### src/rtl/if_fetch_ctrl_pkg.sv
// ---------------------------------------------------------------------------
// if_fetch_ctrl_pkg
// Shared definitions for the instruction-fetch controller. The data-side
// controller is expected to reuse the width, reset vector and state encoding.
//   FETCH_WIDTH     : address / instruction width
//   FETCH_RESET_PC  : first fetch address after reset
//   fetch_state_e   : handshake state encoding (S_REQ, S_WAIT, S_FULL)
// ---------------------------------------------------------------------------
package if_fetch_ctrl_pkg;

    localparam int          FETCH_WIDTH    = 32;
    localparam logic [31:0] FETCH_RESET_PC = 32'h1c000000;

    typedef enum logic [1:0] {
        S_REQ  = 2'd0,
        S_WAIT = 2'd1,
        S_FULL = 2'd2
    } fetch_state_e;

endpackage

### src/rtl/if_fetch_buf.sv
// ---------------------------------------------------------------------------
// if_fetch_buf
// One-entry holding register for a fetched instruction and its PC, with a
// valid bit presented to the decode stage.
//   clk, reset        : clock, synchronous active-high reset
//   load              : capture load_pc/load_inst and set valid
//   clear             : drop the held instruction (valid goes low)
//   load_pc, load_inst: values captured on load
//   valid, pc, inst   : registered holding-register contents
// ---------------------------------------------------------------------------
module if_fetch_buf
    import if_fetch_ctrl_pkg::*;
#(
    parameter int WIDTH = FETCH_WIDTH
) (
    input  logic             clk,
    input  logic             reset,
    input  logic             load,
    input  logic             clear,
    input  logic [WIDTH-1:0] load_pc,
    input  logic [WIDTH-1:0] load_inst,
    output logic             valid,
    output logic [WIDTH-1:0] pc,
    output logic [WIDTH-1:0] inst
);

    // pc/inst only move on load, so they stay frozen while decode stalls.
    // Clearing touches only the valid bit; the stale contents are harmless.
    always_ff @(posedge clk) begin
        if (reset) begin
            valid <= 1'b0;
            pc    <= '0;
            inst  <= '0;
        end else if (load) begin
            valid <= 1'b1;
            pc    <= load_pc;
            inst  <= load_inst;
        end else if (clear) begin
            valid <= 1'b0;
        end
    end

endmodule

### src/rtl/if_fetch_ctrl.sv
// ---------------------------------------------------------------------------
// if_fetch_ctrl
// Instruction-fetch controller with at most one outstanding SRAM request.
// Redirects from EX either retarget an unaccepted request, or mark the
// outstanding response for discard, or flush the held instruction.
//   clk, reset          : clock, synchronous active-high reset
//   br_taken, nextpc    : redirect request and target from EX
//   inst_sram_req/addr  : fetch request and address (registered)
//   inst_sram_addr_ok   : request accepted this cycle
//   inst_sram_data_ok   : read data returned this cycle
//   inst_sram_rdata     : returned instruction
//   id_allowin          : decode accepts the held instruction
//   if_valid/pc/inst    : registered instruction presented to decode
// ---------------------------------------------------------------------------
module if_fetch_ctrl
    import if_fetch_ctrl_pkg::*;
#(
    parameter int               WIDTH    = FETCH_WIDTH,
    parameter logic [WIDTH-1:0] RESET_PC = WIDTH'(FETCH_RESET_PC)
) (
    input  logic             clk,
    input  logic             reset,
    input  logic             br_taken,
    input  logic [WIDTH-1:0] nextpc,
    output logic             inst_sram_req,
    output logic [WIDTH-1:0] inst_sram_addr,
    input  logic             inst_sram_addr_ok,
    input  logic             inst_sram_data_ok,
    input  logic [WIDTH-1:0] inst_sram_rdata,
    input  logic             id_allowin,
    output logic             if_valid,
    output logic [WIDTH-1:0] if_pc,
    output logic [WIDTH-1:0] if_inst
);

    localparam logic [WIDTH-1:0] PC_STEP = WIDTH'(4);

    fetch_state_e     state;
    logic [WIDTH-1:0] fetch_pc;
    logic [WIDTH-1:0] inflight_pc;
    logic             cancel;
    logic             buf_load;
    logic             buf_clear;

    assign inst_sram_addr = fetch_pc;

    // A response is kept only when no redirect has hit it, either earlier
    // (cancel) or in the very cycle it arrives (br_taken).
    assign buf_load  = (state == S_WAIT) && inst_sram_data_ok && !cancel && !br_taken;
    assign buf_clear = (state == S_FULL) && (br_taken || id_allowin);

    // Fetch handshake state machine. inst_sram_req is registered and tracks
    // "next state is S_REQ", so it stays low in the first cycle after reset
    // even though the state is already S_REQ; addr_ok is only honoured while
    // the request is actually raised. A redirect that coincides with
    // acceptance lets the old address go out but flags its data for discard.
    always_ff @(posedge clk) begin
        if (reset) begin
            state         <= S_REQ;
            fetch_pc      <= RESET_PC;
            inflight_pc   <= '0;
            cancel        <= 1'b0;
            inst_sram_req <= 1'b0;
        end else begin
            case (state)
                S_REQ: begin
                    inst_sram_req <= 1'b1;
                    if (inst_sram_req && inst_sram_addr_ok) begin
                        inflight_pc   <= fetch_pc;
                        cancel        <= br_taken;
                        state         <= S_WAIT;
                        inst_sram_req <= 1'b0;
                    end
                    if (br_taken) begin
                        fetch_pc <= nextpc;
                    end
                end
                S_WAIT: begin
                    if (inst_sram_data_ok) begin
                        cancel        <= 1'b0;
                        state         <= S_REQ;
                        inst_sram_req <= 1'b1;
                        if (br_taken) begin
                            fetch_pc <= nextpc;
                        end else if (!cancel) begin
                            fetch_pc      <= inflight_pc + PC_STEP;
                            state         <= S_FULL;
                            inst_sram_req <= 1'b0;
                        end
                    end else if (br_taken) begin
                        cancel   <= 1'b1;
                        fetch_pc <= nextpc;
                    end
                end
                S_FULL: begin
                    if (br_taken) begin
                        fetch_pc      <= nextpc;
                        state         <= S_REQ;
                        inst_sram_req <= 1'b1;
                    end else if (id_allowin) begin
                        state         <= S_REQ;
                        inst_sram_req <= 1'b1;
                    end
                end
                default: begin
                    state         <= S_REQ;
                    cancel        <= 1'b0;
                    inst_sram_req <= 1'b0;
                end
            endcase
        end
    end

    if_fetch_buf #(
        .WIDTH (WIDTH)
    ) u_buf (
        .clk       (clk),
        .reset     (reset),
        .load      (buf_load),
        .clear     (buf_clear),
        .load_pc   (inflight_pc),
        .load_inst (inst_sram_rdata),
        .valid     (if_valid),
        .pc        (if_pc),
        .inst      (if_inst)
    );

endmodule

### config.mk
export PLATFORM = sky130hd
export DESIGN_NAME = if_fetch_ctrl
export DESIGN_NICKNAME = d
export VERILOG_FILES = /design/src/rtl/if_fetch_ctrl_pkg.sv /design/src/rtl/if_fetch_buf.sv /design/src/rtl/if_fetch_ctrl.sv
export SDC_FILE = /design/constraint.sdc
export NUM_CORES = 1
export LEC_CHECK = 0
export ABC_AREA = 1
export CORE_UTILIZATION = 35
export CTS_CLUSTER_SIZE = 20
export DETAILED_ROUTE_END_ITERATION = 16
export DONT_BUFFER_PORTS = 1
export PLACE_DENSITY_LB_ADDON = 0.05
export SYNTH_ARGS = -nofsm -noshare
export SYNTH_HDL_FRONTEND = slang
export SYNTH_HIERARCHICAL = 1
export SYNTH_SLANG_ARGS = --single-unit
### constraint.sdc
create_clock -name clk -period 2.2 [get_ports clk]
set_input_delay 0.44 -clock clk [delete_from_list [all_inputs] [get_ports clk]]
set_output_delay 0.44 -clock clk [all_outputs]
set_load 0.02 [all_outputs]
==> results of run 1 <==
==> path summary, 6_finish.rpt <==
kind / startpoint / end / cells past startpoint
max: inflight_pc[3] / inst_sram_addr[16] / 9
min: reset / u_buf/valid / 1
max reg2reg: inflight_pc[3] / inst_sram_addr[16] / 9
min reg2reg: inflight_pc[1] / u_buf/pc[1] / 2
==> where the power goes <==
group / switching [mW] / internal [mW]
registers: 0.262 / 2.54
logic: 0.280 / 0.158
clock network: 1.05 / 1.80
==> per-stage QoR <==
step | setup slack [ns] | util [%]
after floorplan | 0.5486 | -
after global placement | 0.3953 | 36.98
after detailed placement | 0.3164 | 36.98
after CTS | 0.3062 | 40.45
after global routing | 0.1205 | 40.45
final | 0.2769 | 40.45
==> layout make-up <==
| type | instances | area, sq um |
|---|---|---|
| well taps | 220 | 275.3 |
| flip-flops and latches | 133 | 2663 |
| inverters | 45 | 173.9 |
| clock inverters | 10 | 131.4 |
| clock buffers | 21 | 450.4 |
| repair buffers | 14 | 117.6 |
| fillers | 1804 | 9981 |
| multi-input cells | 641 | 2968 |
==> per-layer routing <==
metal  share of wire, %  global-route usage (%)
met5                  0                       0
met4                1.0                   5.366
met3                8.6                   7.002
met2                 44                   34.20
met1                 46                   30.04
==> layout by cell type (no fill, tap or decap), types with 3 or more instances in the layout <==
master                        n
sky130_fd_sc_hd__nor2_1     215
sky130_fd_sc_hd__nand2_1    153
sky130_fd_sc_hd__dfxtp_1    133
sky130_fd_sc_hd__o21ai_0    122
sky130_fd_sc_hd__a21oi_1     63
sky130_fd_sc_hd__inv_1       39
sky130_fd_sc_hd__clkbuf_16   17
sky130_fd_sc_hd__nand3_1     14
sky130_fd_sc_hd__buf_4       13
sky130_fd_sc_hd__nor2_2      11
sky130_fd_sc_hd__xor2_1      10
sky130_fd_sc_hd__o22ai_1     10
sky130_fd_sc_hd__nand3b_1     5
sky130_fd_sc_hd__nand4_1      5
sky130_fd_sc_hd__a221oi_2     5
sky130_fd_sc_hd__clkinv_2     5
sky130_fd_sc_hd__nand2_2      3
sky130_fd_sc_hd__inv_2        3
sky130_fd_sc_hd__xnor2_1      3
sky130_fd_sc_hd__o211ai_1     3
sky130_fd_sc_hd__a31oi_1      3
sky130_fd_sc_hd__bufinv_16    3
sky130_fd_sc_hd__clkbuf_1     3
==> kinds of logic after synthesis <==
family,share of synthesized area (%)
simple gates,27.34
compound gates,19.32
flops,43.84
buf+inv,7.416
xor+xnor,1.875
fa+ha+maj,0.2060
==> sequential cells by signal, indices dropped and copies added, names as in the netlist <==
register	count
inflight_pc	32
inst_sram_addr	32
u_buf/inst	32
u_buf/pc	32
state	2
cancel	1
inst_sram_req	1
u_buf/valid	1
==> worst reg2reg max path, delay by kind of cell (launching register included) <==
| family | cells | cell delay (ns) |
|---|---|---|
| DFF | 1 | 0.44 |
| buffers and inverters | 1 | 0.03 |
| AOI/OAI and AO/OA | 1 | 0.14 |
| and+or+nand+nor | 5 | 0.80 |
| adders and majority gates | 1 | 0.26 |
| xor gates and xnor gates | 1 | 0.16 |
==> Yosys cell counts (2+ instances only) <==
master / instances / area [sq um]
sky130_fd_sc_hd__nand2_2: 3 / 18.77
sky130_fd_sc_hd__or2_2: 2 / 12.51
sky130_fd_sc_hd__nand3b_1: 5 / 37.54
sky130_fd_sc_hd__nand3_1: 14 / 70.07
sky130_fd_sc_hd__xor2_1: 10 / 87.58
sky130_fd_sc_hd__o21ai_0: 122 / 610.6
sky130_fd_sc_hd__buf_6: 7 / 78.83
sky130_fd_sc_hd__a221oi_2: 5 / 75.07
sky130_fd_sc_hd__xnor2_1: 3 / 26.28
sky130_fd_sc_hd__a211oi_1: 2 / 15.01
sky130_fd_sc_hd__buf_8: 2 / 30.03
sky130_fd_sc_hd__a31oi_1: 3 / 18.77
sky130_fd_sc_hd__o211ai_1: 3 / 22.52
sky130_fd_sc_hd__inv_4: 2 / 12.51
sky130_fd_sc_hd__nor2_2: 11 / 68.82
sky130_fd_sc_hd__inv_2: 3 / 11.26
sky130_fd_sc_hd__buf_2: 6 / 30.03
sky130_fd_sc_hd__nor2_1: 216 / 810.8
sky130_fd_sc_hd__dfxtp_1: 133 / 2663
sky130_fd_sc_hd__buf_4: 3 / 22.52
sky130_fd_sc_hd__a221oi_1: 2 / 17.52
sky130_fd_sc_hd__o22ai_1: 10 / 62.56
sky130_fd_sc_hd__nand2_1: 153 / 574.3
sky130_fd_sc_hd__inv_1: 39 / 146.4
sky130_fd_sc_hd__nand4_1: 5 / 31.28
sky130_fd_sc_hd__a21oi_1: 63 / 315.3
sky130_fd_sc_hd__clkbuf_2: 5 / 25.02
sky130_fd_sc_hd__clkbuf_1: 23 / 86.33
==> results.txt, run 1 <==
The vertical die dimension is 133.7 um. In the final layout, the share of cells above drive strength 1 is 8.565%. The post-detailed-route wirelength per cell came out at 17.96 um. The number of gates given a new drive strength after cts came out at 0. The number of top-level pins came out at 168. The power density over cell area came out at 898.1 nW/um^2. The family with the most delay on the worst path is simple AND/OR/NAND/NOR gates. The via count of the first global-routing pass came out at 5588.

The half-perimeter wire length of the detailed placement result is 13.55 mm. The count of nets after finishing came out at 923. The first routing iteration left 359 violations.

The synthesized design contains 133 register bits. After clock tree synthesis, the flow added hold-fix buffers numbering 0. Synthesis handed over a netlist of 866 instances. In the finished design, the share of the clock period the worst path needs comes to 87.41%. The via count of the routed design is 5675. The clock passes through at most 2 buffers. The data arrival time at the worst-slack endpoint came out at 2.24 ns. The area after detailed placement is 6197 sq um.

The pin count of the biggest net entering global routing is 66. The initial antenna violation count was 0. The repair_antennas step left the layout with diodes totalling 0. The critical-path maximum fanout came out at 5. Among all flip-flop cells after synthesis, the most frequent one is sky130_fd_sc_hd__dfxtp_1. The nature of the critical path endpoint is a flop. Using the TritonRoute via totals, the vias-per-cell ratio works out to 5.235. TritonCTS built the clock tree. The cell total after placement is 1053.

The completed layout was analyzed and its total power is 6.088 mW. The total CTS buffers is 17. The clock tree synthesis step divided the H-tree into 4 levels. After clock tree synthesis, the clock-pin slew on the worst setup and hold paths is 0.06 ns. Port buffering added 0 buffers. The max-slew violation total from the final report is 0. The path class of the tightest hold or removal check is primary input to flop. Walking the worst path, the cells encountered are ha_1 > nand3_1 > nor2_1 > nand3_1 > xnor2_1 > a22oi_1 > nand2_1 > nand2_1 > inv_1.

The slowest stage of the critical path is the sky130_fd_sc_hd__dfxtp_1 cell. The post-layout minimum cycle time is 1.923 ns. The combined area of all synthesized cells is 6073 sq um. The standard-cell row count came out at 47. The average cell area after synthesis is 7.013 sq um. The number of remaining DRC errors came out at 0.

The number of iterations in the first detailed-routing pass came out at 6. The synthesized design contains 0 enable-type register cells. The routability-driven placement congestion ratio came out at 0.8479.

The post-synthesis cell type count came out at 39. The total negative setup slack is 0 ns. The max-cap violation count is 0. The total die area is 17880 sq um. The root buffer cell is sky130_fd_sc_hd__clkbuf_16. The required arrival time at the worst endpoint is 2.52 ns.

The maximum clock skew at final layout is 0.005737 ns. The worst hold slack across all endpoints is 0.07954 ns. The biggest cell delay along the critical path is 0.44 ns. The effective utilization at floorplan is 36.24%. The leftover overflow at the end of global routing is 0. The signed area change from the synthesized netlist to the final layout is 11.62%.

The critical path buffer and inverter count came out at 1. The analysis attributes to cell leakage a power of 2.811 nW. The worst pin sits at a relative slew slack of 48.15%. The peak clock frequency supported by timing came out at 520.0 MHz.

Setup repair after global routing left no endpoint under its margin. The number of antenna-violating nets in the routed design came out at 0. Setup violations remaining at the end of the flow were counted as 0. For this block, the routed nets add up to 19.47 mm of wire. The worst setup path is of the flop to flop kind. The final instance area is 6779 sq um. The Yosys step of the flow raised 6 warnings. Buffers added to address setup during post-CTS repair amount to 0.

The first global-routing pass estimated 30.53 mm of wire. The filler-free cell count of the finished design came out at 1084. Counting flops with an async set or reset pin after synthesis yields a share of 0%.

The standard cell core area is 16760 sq um. The sequential-to-total area share from yosys stat is 43.84%. The final number of hold-violating endpoints came out at 0. CTS saw 133 sinks. In this run the register-to-register setup slack is 0.28 ns. The all-layer global routing usage is 22.22%. The run finished with clean final reports.

The actual slew at the worst max-slew pin is 0.7777 ns. STA classifies the critical path startpoint as a flop. From left edge to right edge, the die measures 133.7 um. The worst-case IR drop observed on VDD is 519.8 uV.

The synthesized netlist net count is 937. The clock reaches the later pin of the worst-skew pair after 0.42 ns.
Power figures use the tool's default switching activity.
==> run 2: changes to the inputs <==
SYNTH_HIERARCHICAL = unset   (was 1)
==> results.txt, run 2 <==
The flow ran to the end, and the final reports show no timing, DRC or antenna violations. The total die area came to 18240 sq um (+2.0%). The final instance area came out at 6935 sq um (+2.3%). The multiplexer share of the synthesized area came out at 0% (unchanged). The total of warnings raised by yosys came out at 0 (-6). The clock sink count came out at 133 (unchanged). The combined area of all synthesized cells is 6197 sq um (+2.0%).

The max-cap violation count was 0 (unchanged). The number of flops mapped to enable cells by yosys is 0 (unchanged). The fraction of synthesized cell area in xor and xnor cells is 1.131% (-0.74 points).

The area share of the largest cell type after synthesis is 42.96% (-0.88 points). The half-perimeter wire length of the detailed placement result is 14.30 mm (+5.6%). The count of input and output buffers was 0 (unchanged). The number of levels the H-tree was split into was 4 (unchanged). The standard-cell row count was 48 (+2.1%).

The via count of the first global-routing pass came out at 5386 (-3.6%). The vertical die dimension came out at 135.1 um (+1.0%). The number of remaining DRC errors came to 0 (unchanged).

The share of layout cells above drive strength 1 came to 8.059% (-0.51 points). The most used flip-flop cell after synthesis is sky130_fd_sc_hd__dfxtp_1. Leaving out fill and tap cells, the most frequent cell in the layout is sky130_fd_sc_hd__nand2_1. The number of synthesized register bits came to 133 (unchanged).

The peak clock frequency supported by timing was 501.9 MHz (-3.5%). The final wirelength is 20.21 mm (+3.8%). The routability-driven placement congestion ratio came to 0.9000 (+6.1%). The cell with the most instances after synthesis is sky130_fd_sc_hd__nand2_1. The detailed router's first-iteration violation count came out at 338 (-5.8%). The cell total after placement came out at 1074 (+2.0%). The max-slew violation total from the final report came out at 0 (unchanged). The headroom to the max-slew limit came out at 58.91% (+11 points). The tightest min-delay check is of the primary input to flop type. The antenna diode instance count is 0 (unchanged). The pin count of the biggest net entering global routing is 89 (+35%).

The number of top-level pins was 168 (unchanged). The arithmetic-cell share of the synthesized area counting full adders, half adders and majority gates was 0.2019% (-0.0041 points). The leakage power figure was 2.551 nW (-9.2%).

The standard cell core area is 17300 sq um (+3.2%). The sum of internal, switching and leakage power is 6.061 mW (-0.45%). The via-per-instance ratio is 5.179 (-1.1%). TritonCTS built the clock tree. The filler-free cell count of the finished design is 1106 (+2.0%). The post-detailed-route wirelength per cell is 18.27 um (+1.7%). The critical-path maximum fanout came to 88 (+83). The area after detailed placement is 6337 sq um (+2.3%). The proportion of register bits with asynchronous set or reset after synthesis was 0% (unchanged). The data arrival time at the worst-slack endpoint is 2.29 ns (+0.05 ns). The average cell area after synthesis came out at 7.050 sq um (+0.53%). The wire length of the first global-routing pass was 30.07 mm (-1.5%). Setup repair after global routing left no endpoint under its margin. The final cycle utilization of the critical path is 90.57% (+3.2 points). The sequential-to-total area share from yosys stat came to 42.96% (-0.88 points). After synthesis, the most frequently instantiated cells are sky130_fd_sc_hd__nand2_1 (159), sky130_fd_sc_hd__dfxtp_1 (133), sky130_fd_sc_hd__o21ai_0 (133), sky130_fd_sc_hd__a21oi_1 (132), sky130_fd_sc_hd__inv_1 (112). The die extent in x came out at 135.1 um (+1.0%).

The classification of the worst setup path is flop to flop. STA classifies the critical path endpoint as a flop. The number of iterations in the first detailed-routing pass came out at 5 (-1). The actual slew at the worst max-slew pin is 0.6141 ns (-0.1636 ns). Of all cell types, the one taking the most synthesized area is sky130_fd_sc_hd__dfxtp_1. The final number of setup-violating endpoints came to 0 (unchanged). The type of origin of the critical path is a flop.

The signed area change from the synthesized netlist to the final layout is 11.91%. The number of buffers inserted to repair setup after CTS is 0 (unchanged). The power density over cell area is 873.9 nW/um^2 (-2.7%).

After synthesis, the cell types taking the most area are sky130_fd_sc_hd__dfxtp_1 (43%), sky130_fd_sc_hd__o21ai_0 (11%), sky130_fd_sc_hd__a21oi_1 (11%), sky130_fd_sc_hd__nand2_1 (9.6%), sky130_fd_sc_hd__inv_1 (6.8%). The setup slack on the worst flop-to-flop path is 0.21 ns (-0.07 ns). The total negative setup slack came to 0 ns (unchanged). The number of antenna-violating nets in the routed design is 0 (unchanged).

The effective utilization at floorplan is 35.83% (-0.41 points). The post-layout minimum cycle time is 1.993 ns (+0.06948 ns). In this run the clock root is driven by a sky130_fd_sc_hd__clkbuf_16. After synthesis, the largest family of logic cells by area is compound AO/OA/AOI/OAI gates. The top cell types in the final layout, fill and taps aside, are sky130_fd_sc_hd__nand2_1 (159), sky130_fd_sc_hd__o21ai_0 (133), sky130_fd_sc_hd__dfxtp_1 (133).

The leftover overflow at the end of global routing came to 0 (unchanged). The via count of the routed design was 5728 (+0.93%). The total CTS buffers is 17 (unchanged).

The number of standard cells after synthesis is 879 (+1.5%). The worst-case clock buffer depth is 2 (unchanged). The initial antenna violation count was 0 (unchanged). The clock transition at the register clock pins on the worst setup and hold paths after CTS is 0.06 ns (about the same).

The synthesized-area fraction occupied by ao, oa, aoi and oai cells is 24.71% (+5.4 points). The all-layer global routing usage is 21.87% (-0.35 points). The clock latency on the worst-skew pair came out at 0.42 ns (about the same). The required arrival time at the worst endpoint came out at 2.50 ns (-0.02 ns). The count of nets after finishing came out at 940 (+1.8%). The final number of hold-violating endpoints is 0 (unchanged).

The maximum ir drop on the vdd rail came out at 498.1 uV (-4.2%). The post-synthesis cell type count came to 39 (unchanged). The maximum clock skew at final layout came out at 0.008320 ns (+0.002583 ns). The synthesized netlist net count is 950 (+1.4%).

The simple logic cell fraction of the synthesized area was 19.04% (-8.3 points). The worst hold slack across all endpoints was 0.08413 ns (+0.004589 ns).
==> run 2: what timing repair did <==
action | 4_1_cts | 5_1_grt
setup endpoints to repair | 0 | 12
resized for setup | 0 | 1
hold buffers | 0 | 0
==> run 2: power by group <==
group	leakage, nW	switching [mW]	internal (mW)
combinational	1.18	0.297	0.162
sequential	1.09	0.240	2.54
clock	0.287	1.10	1.73
==> run 2: final timing paths <==
kind,cells after the start,to,startpoint
worst max-delay path,6,u_buf.pc[3],state[0]
worst min-delay path,1,inst_sram_addr[5],reset
worst max register to register,6,u_buf.pc[3],state[0]
worst min register to register,2,inflight_pc[0],inflight_pc[0]
==> run 2: per-stage QoR <==
step / utilization, % / setup WS (ns)
floorplan: - / 0.7726
global route: 40.10 / 0.04544
global placement: 36.64 / 0.1582
detailed placement: 36.64 / 0.1384
CTS: 40.01 / 0.1383
finish: 40.10 / 0.2074
==> run 2: routing by layer <==
metal  GRT usage, %  part of all wire [%]  up-vias
li1               -                     -     2863
met1          28.13                    44     2631
met2          34.39                    45      209
met3          6.682                   9.2       25
met4          7.928                   1.9        0
met5              0                     0        -
==> run 2: cell type report <==
type / instances / area (sq um)
Inverter: 117 / 446.7
Fill cell: 1873 / 10360
Clock buffer: 20 / 456.7
Multi-Input combinational cell: 584 / 2816
Timing Repair Buffer: 16 / 145.1
Tap cell: 225 / 281.5
Clock inverter: 11 / 126.4
Sequential cell: 133 / 2663
==> run 2: cells by family after synthesis <==
group,count (synthesis)
AOI/OAI and AO/OA,290
xor gates and xnor gates,8
adders and majority gates,1
buffers and inverters,163
DFF,133
and+or+nand+nor,284
==> run 2: worst max-delay path, cell delays in order (launching register included) <==
cell	delay (ns)
sky130_fd_sc_hd__dfxtp_1	0.50
sky130_fd_sc_hd__inv_2	0.19
sky130_fd_sc_hd__nor2_4	0.25
sky130_fd_sc_hd__nand3_4	0.27
sky130_fd_sc_hd__buf_12	0.31
sky130_fd_sc_hd__o21ai_0	0.27
sky130_fd_sc_hd__a21oi_1	0.07
